### src/rtl/ats21_cmd_arb.sv
// Command front-end: pairs two 16-bit beats per port into 32-bit commands,
// filters no-op/illegal opcodes and round-robins ports A/B onto one issue slot.
module ats21_cmd_arb #(
    parameter int unsigned LO_TIMEOUT = 8
) (
    input  logic        clk_i,
    input  logic        rst_ni,
    input  logic        req_i,
    input  logic [15:0] ctrl_a_i,
    input  logic [15:0] ctrl_b_i,
    output logic        ready_o,
    output logic [1:0]  stat_o,
    output logic        cmd_valid_o,
    output logic [31:0] cmd_data_o,
    output logic        cmd_src_o,
    input  logic        cmd_ready_i,
    output logic [1:0]  err_illegal_o,
    output logic        err_timeout_o,
    output logic        dbg_state_o
);
    typedef enum logic {ST_HI = 1'b0, ST_LO = 1'b1} state_e;

    localparam logic [2:0] OP_NOP      = 3'b000;
    localparam logic [2:0] OP_ILL      = 3'b100;
    localparam logic [7:0] TIMEOUT_CNT = 8'(LO_TIMEOUT);

    state_e      state_q, state_d;
    logic [7:0]  idle_q, idle_d;
    logic [15:0] up_a_q, up_a_d, up_b_q, up_b_d;
    logic        pend_a_q, pend_a_d, pend_b_q, pend_b_d;
    logic [31:0] cmd_a_q, cmd_a_d, cmd_b_q, cmd_b_d;
    logic        cmd_valid_q, cmd_valid_d;
    logic [31:0] cmd_data_q, cmd_data_d;
    logic        cmd_src_q, cmd_src_d;
    logic        last_grant_q, last_grant_d;
    logic [1:0]  stat_q, stat_d;
    logic [1:0]  err_ill_q, err_ill_d;
    logic        err_to_q, err_to_d;
    logic        set_a, set_b, clr_a, clr_b;
    logic [31:0] word_a, word_b;
    logic        accept, issue_load;

    assign word_a     = {up_a_q, ctrl_a_i};
    assign word_b     = {up_b_q, ctrl_b_i};
    assign accept     = cmd_valid_q && cmd_ready_i;
    assign issue_load = !cmd_valid_q || cmd_ready_i;
    // Upper beats wait until both pending slots are free, so a lower beat never overwrites.
    assign ready_o    = (state_q == ST_HI) ? !(pend_a_q || pend_b_q) : 1'b1;

    always_comb begin
        state_d   = state_q;
        idle_d    = idle_q;
        up_a_d    = up_a_q;
        up_b_d    = up_b_q;
        cmd_a_d   = cmd_a_q;
        cmd_b_d   = cmd_b_q;
        set_a     = 1'b0;
        set_b     = 1'b0;
        err_ill_d = 2'b00;
        err_to_d  = 1'b0;
        case (state_q)
            ST_HI: begin
                if (req_i && ready_o) begin
                    up_a_d  = ctrl_a_i;
                    up_b_d  = ctrl_b_i;
                    idle_d  = 8'd0;
                    state_d = ST_LO;
                end
            end
            ST_LO: begin
                if (req_i) begin
                    state_d = ST_HI;
                    if (word_a[31:29] == OP_ILL) begin
                        err_ill_d[0] = 1'b1;
                    end else if (word_a[31:29] != OP_NOP) begin
                        set_a   = 1'b1;
                        cmd_a_d = word_a;
                    end
                    if (word_b[31:29] == OP_ILL) begin
                        err_ill_d[1] = 1'b1;
                    end else if (word_b[31:29] != OP_NOP) begin
                        set_b   = 1'b1;
                        cmd_b_d = word_b;
                    end
                end else begin
                    idle_d = idle_q + 8'd1;
                    if (idle_d == TIMEOUT_CNT) begin
                        state_d  = ST_HI;
                        err_to_d = 1'b1;
                        up_a_d   = 16'h0000;
                        up_b_d   = 16'h0000;
                    end
                end
            end
            default: state_d = ST_HI;
        endcase
    end

    // last_grant only moves on a real tie: 1 means B won the previous tie.
    always_comb begin
        cmd_valid_d  = cmd_valid_q;
        cmd_data_d   = cmd_data_q;
        cmd_src_d    = cmd_src_q;
        last_grant_d = last_grant_q;
        clr_a        = 1'b0;
        clr_b        = 1'b0;
        stat_d       = 2'b00;
        if (accept) begin
            stat_d = cmd_src_q ? 2'b10 : 2'b01;
        end
        if (issue_load) begin
            cmd_valid_d = pend_a_q || pend_b_q;
            if (pend_a_q && (!pend_b_q || last_grant_q)) begin
                cmd_data_d = cmd_a_q;
                cmd_src_d  = 1'b0;
                clr_a      = 1'b1;
                if (pend_b_q) begin
                    last_grant_d = 1'b0;
                end
            end else if (pend_b_q) begin
                cmd_data_d = cmd_b_q;
                cmd_src_d  = 1'b1;
                clr_b      = 1'b1;
                if (pend_a_q) begin
                    last_grant_d = 1'b1;
                end
            end
        end
    end

    assign pend_a_d = set_a || (pend_a_q && !clr_a);
    assign pend_b_d = set_b || (pend_b_q && !clr_b);

    always_ff @(posedge clk_i or negedge rst_ni) begin
        if (!rst_ni) begin
            state_q      <= ST_HI;
            idle_q       <= 8'd0;
            up_a_q       <= 16'h0000;
            up_b_q       <= 16'h0000;
            pend_a_q     <= 1'b0;
            pend_b_q     <= 1'b0;
            cmd_a_q      <= 32'h0;
            cmd_b_q      <= 32'h0;
            cmd_valid_q  <= 1'b0;
            cmd_data_q   <= 32'h0;
            cmd_src_q    <= 1'b0;
            last_grant_q <= 1'b1;
            stat_q       <= 2'b00;
            err_ill_q    <= 2'b00;
            err_to_q     <= 1'b0;
        end else begin
            state_q      <= state_d;
            idle_q       <= idle_d;
            up_a_q       <= up_a_d;
            up_b_q       <= up_b_d;
            pend_a_q     <= pend_a_d;
            pend_b_q     <= pend_b_d;
            cmd_a_q      <= cmd_a_d;
            cmd_b_q      <= cmd_b_d;
            cmd_valid_q  <= cmd_valid_d;
            cmd_data_q   <= cmd_data_d;
            cmd_src_q    <= cmd_src_d;
            last_grant_q <= last_grant_d;
            stat_q       <= stat_d;
            err_ill_q    <= err_ill_d;
            err_to_q     <= err_to_d;
        end
    end

    assign stat_o        = stat_q;
    assign cmd_valid_o   = cmd_valid_q;
    assign cmd_data_o    = cmd_data_q;
    assign cmd_src_o     = cmd_src_q;
    assign err_illegal_o = err_ill_q;
    assign err_timeout_o = err_to_q;
    assign dbg_state_o   = state_q;
endmodule

### config.mk
export PLATFORM = sky130hd
export DESIGN_NAME = ats21_cmd_arb
export DESIGN_NICKNAME = d
export VERILOG_FILES = /design/src/rtl/ats21_cmd_arb.sv
export SDC_FILE = /design/constraint.sdc
export NUM_CORES = 1
export LEC_CHECK = 0
export CAP_MARGIN = 20
export CORE_MARGIN = 1
export CORE_UTILIZATION = 35
export CTS_CLUSTER_SIZE = 12
export DETAILED_ROUTE_END_ITERATION = 10
export PLACE_DENSITY = 0.65
export RECOVER_POWER = 25
export SLEW_MARGIN = 10
export SYNTH_ARGS = -nofsm -noshare
export SYNTH_HDL_FRONTEND = slang
export SYNTH_SLANG_ARGS = --single-unit
### constraint.sdc
create_clock -name clk_i -period 2 [get_ports clk_i]
set_clock_uncertainty 0.1 [all_clocks]
set_input_delay 0.4 -clock clk_i [delete_from_list [all_inputs] [get_ports clk_i]]
set_output_delay 0.4 -clock clk_i [all_outputs]
set_load 0.02 [all_outputs]
* Word level (Yosys, flattened, before mapping)
Cells that the tools add are included.
** Operators by class
- Reduce and logical (&&, ||, !) cells :: 25
- $add $sub $neg :: 1
- Bitwise operators :: 3
- Equality and inequality tests :: 6
- Muxes and demuxes :: 44
** Operators with widths (number)
- two-way mux 16 bit :: 4
- two-way mux 32 bit :: 2
- case mux 16 bit (2 select lines) :: 2
- two-way mux 1 bit :: 28
- two-way mux 8 bit :: 2
- case mux 8 bit (2 select lines) :: 1
- adder 8 x 1 -> 8 bit, second input constant :: 1
- == test 8 x 4 -> 1 bit, second input constant :: 1
- two-way mux 2 bit :: 4
- AND reduction 4 bit :: 2
- == test 3 bit, second input constant :: 2
- AND reduction 3 bit :: 2
- nonzero test 3 bit :: 2
- logical AND 1 bit :: 5
- zero test 1 bit :: 5
- logical OR 1 bit :: 5
- != test 2 x 1 -> 1 bit, second input constant :: 2
- AND reduction 2 bit :: 2
- nonzero test 2 bit :: 2
- NOT 1 bit :: 3
- != test 2 bit, second input constant :: 1
- case mux 1 bit (2 select lines) :: 1
** Word-level totals
- Input port bits :: 36
- Bits in registers :: 147

* Longest topological paths before layout
- Depth in word-level cells :: 8
- Gate-level depth with buffers :: 6

* Worst setup path before layout
No wires, ideal clock.
- Path type :: reg2reg
- Start point :: reg idle_q[0]
- End point :: reg up_a_q[10]
- Cell stages (with the launch flop) :: 7
- Buffers on the path :: 1
- Data arrival time :: 1859 ps
- Required time :: 1766 ps
- Slack :: -93 ps
- Clock period less this slack :: 2093 ps
- Cells stage by stage :: dfrtp_1 > ha_1 > and2_4 > or4b_4 > a311oi_4 > buf_6 > a21oi_1
** On the way
- Word-level cells in the longest chain between the ends :: 4
** RTL lines
- start, declared :: RTL line 28 : logic [7:0] idle_q, idle_d;
- start signal, assigned :: RTL line 153 : idle_q <= idle_d;
- adder 8 x 1 -> 8 bit :: RTL line 86 : idle_d = idle_q + 8'd1;
- == test 8 x 4 -> 1 bit :: RTL line 87 : if (idle_d == TIMEOUT_CNT) begin
- != test 2 x 1 -> 1 bit (no line)
- AND reduction 3 bit (no line)
- end signal, assigned :: RTL line 154 : up_a_q <= up_a_d;
- end, declared :: RTL line 29 : logic [15:0] up_a_q, up_a_d, up_b_q, up_b_d;
Every way passes these cells.
A chain may end at the register's enable or synchronous reset.

* Final worst setup path
Same ends and word-level chain as after synthesis.

==> summary.md <==
| Metric | Value |
|---|---|
| Core Area | 17200 um2 |
| Power Total | 13.8 mW |
| Vias in the first global route | 4337 |
| # diodes | 0 |
| Final setup fails | 33 |
| Post-Layout Cell Count | 841 |
| Mean Syn Cell Area | 12.5 um2 |
| Final hold slack | 369 ps |
| Worst Slack Setup Final | -67.8 ps |
| Most frequent cells in the layout | dfrtp_1, clkdlybuf4s50_1, mux2i_1 |
| RR Endpoint | up_a_q[10] |
| DR vias | 4163 |
| Pwr/cell area | 1670 nW/um2 |
| Top FF cell, synth | dfrtp_1 |
| Final instance area | 8280 um2 |
| Synthesized Nets | 531 |
| Die Ht | 135 um |
| Setup CP Type | reg -> reg |
| Slowest cell delay on critical path | 480 ps |
| Gpl congestion | 0.835 |
| CTS buffer count | 17 |
| GRT Util Overall | 16.8% |
| RSZ-0062 raised after global routing | yes |
| Clock Root Buffer | clkbuf_16 |
| Post-Syn Area | 6160 um2 |
| Yosys reg bits | 147 |
| Number of synthesized flops with an enable pin | 0 |
| Cell leakage power | 3.72 nW |
| Maximum clock rate | 484 MHz |
| Leading area contributor after synthesis | dfrtp_1 |
| Xor/xnor cell area share of the yosys netlist | 0.426% |
| Cells after DPL | 804 |
| Crit. End Element | flip-flop |
| Status | finished with violations |
| Ys Warns | 0 |
| Num ports | 77 |
| CTS tree | yes |
| Count of cell types in the netlist | 40 |
| Row Count | 48 |
| Failing checks | negative setup slack |
| Clock H-tree levels | 4 |
| Commonest non-fill, non-tap cell in the layout | dfrtp_1 |
| Largest net degree at the start of global routing | 56 |
| Mapped Cells | 493 |
| Number of I/O port buffers | 76 |
| HPWL Detailed | 9630 um |
| Area Growth Syn to Fin | 34.4% |
| Reg2reg start | idle_q[0] |
| Worst-margin pin slew | 1090 ps |
| CP arrival | 2280 ps |
| Final hold vios | 0 |
| Ratio of cells with drive above 1 in the final layout | 26.3% |
| DIE WIDTH | 135 um |
| Clock latency on the worst-skew pair | 430 ps |
| DRT Wirelength | 14200 um |
| Slew HR | 27.5% |
| R2R cell count | 7 |
| DRC Markers | 0 |
| Nets | 642 |
| Max Cap Viol | 0 |
| Clk slew on worst S/H paths | 60 ps |
| Routed WL per cell | 16.8 um |
| Area after DPL | 7580 um2 |
| Worst Setup EP | up_a_q[10] |
| Worst-path cell chain | ha_2, and2_4, or4b_4, a311oi_4, buf_6, clkbuf_16, a21oi_1 |
| Setup TNS Final | -1400 ps |
| Period Utilization, post-route | 103% |
| Pre-CTS setup slack | -122 ps |
| Required @ worst endpoint | 2210 ps |
| Post-synthesis mux area share | 21.4% |
| Top cell type's share of synthesized area | 59.3% |
| Pre-antenna DRT Iters | 4 |
| Worst min-delay path class | reg -> reg |
| Initial Util | 35.8% |
| Most area-consuming cells after synthesis | dfrtp_1, mux2_2, mux2i_1, nand2_1, o21ai_0 |
| Initial antenna violation count | 0 |
| DRT antenna net count | 0 |
| Fin util | 48.0% |
| Deepest clock path buffer count | 2 |
| Flop2flop setup slack | -70 ps |
| Die area | 18100 um2 |
| Worst-path maximum fanout | 11 |
| Synth Area in Compound Gates | 8.45% |
| Pins Over Slew Limit | 0 |
| CTS sink cnt | 147 |
| Total grt overflow | 0 |
| First-pass GRT wire length | 23000 um |
| Tmin final | 2070 ps |
| DR iter-0 viols | 135 |
| Sequential share of the synthesized area | 59.7% |
| Simple-Gate Fraction of Synth Area | 7.03% |
| Slowest CP cell | or4b_4 |
| Critical path launch point type | flip-flop |
| Vias/cell | 4.95 |
| VDD IR-drop max | 0.703 mV |
| Largest family of logic cells by synthesized area | multiplexers |
| Critical path startpoint | idle_q[0] |
| FFs w/ async S/R, synth | 100% |
| Synth Area in Adders | 0.406% |
[synth_stat cells, types with 2 or more instances]
master      n
nand2_1    61
buf_6       3
mux2_2     60
nor3_1      2
nor2_1     10
dfrtp_1   146
o21ai_0    42
inv_1       3
nand3_1     4
mux2i_1    64
o21ai_1     2
clkbuf_1   11
ha_1        2
a21oi_2     5
buf_2      15
and3_1      2
and2_1      2
a31oi_1     2
nand4_1     2
nand2b_1    3
xnor2_1     2
a211oi_1    2
a21oi_1    30
nor4b_1     2
[sequential cells by signal, summed over array words and instances, names as in the netlist]
name,count
last_grant_q,1
stat_o,2
cmd_valid_o,1
pend_a_q,1
err_illegal_o,2
cmd_a_q,32
cmd_data_o,32
cmd_b_q,32
cmd_src_o,1
idle_q,8
up_b_q,16
dbg_state_o,1
err_timeout_o,1
up_a_q,16
pend_b_q,1
[kinds of logic after synthesis]
logic type | Yosys count
AND/OR/NAND/NOR | 95
XOR/XNOR | 3
flip-flops | 147
buffers and inverters | 32
adder cells (fa/ha/maj) | 2
AO/OA/AOI/OAI | 90
multiplexers | 124
[worst min path at each step]
stage | start | end | slack [ps] | cells after the start
global route | cmd_src_o | stat_o[0] | 380 | 1
CTS | rst_ni | up_b_q[10] | 280 | 2
detailed placement | rst_ni | cmd_a_q[8] | 170 | 1
finish | cmd_src_o | stat_o[0] | 370 | 1
floorplan | rst_ni | cmd_a_q[0] | 4 | 0
global placement | rst_ni | cmd_data_o[8] | 160 | 1
[final cells by class]
| cell class | count | area, um2 |
|---|---|---|
| Multi-Input combinational cell | 314 | 2410 |
| Sequential cell | 147 | 3680 |
| Clock buffer | 20 | 457 |
| Fill cell | 1461 | 8960 |
| Clock inverter | 11 | 153 |
| Timing Repair Buffer | 121 | 1290 |
| Inverter | 3 | 11.3 |
| Tap cell | 225 | 282 |
[worst max-delay path, delay by kind of cell (launching register included)]
family,cells,cell delay (ps)
AO/OA/AOI/OAI,2,330
flip-flops,1,360
adder cells (fa/ha/maj),1,210
AND/OR/NAND/NOR,2,620
buffers and inverters,2,340
[routing by layer]
metal / GRT usage (%) / vias to the layer above / part of all wire, %
li1: - / 1957 / -
met1: 21.5 / 2097 / 45
met2: 26.9 / 90 / 48
met3: 3.98 / 19 / 4.6
met4: 7.80 / 0 / 1.9
met5: 0 / - / 0
[timing repair]
item / in CTS / in global routing
resized for setup: 5 / 8
hold endpoints to repair: 18 / 0
cloned: 1 / 1
setup endpoints to repair: 34 / 33
setup buffers: 2 / 1
hold buffers: 1 / 0
[where the power goes]
| group | switching [mW] | internal (mW) |
|---|---|---|
| clock network | 1.24 | 2.03 |
| logic | 2.60 | 2.72 |
| registers | 0.785 | 4.43 |
| total | 4.62 | 9.18 |
Power figures use the tool's default switching activity.
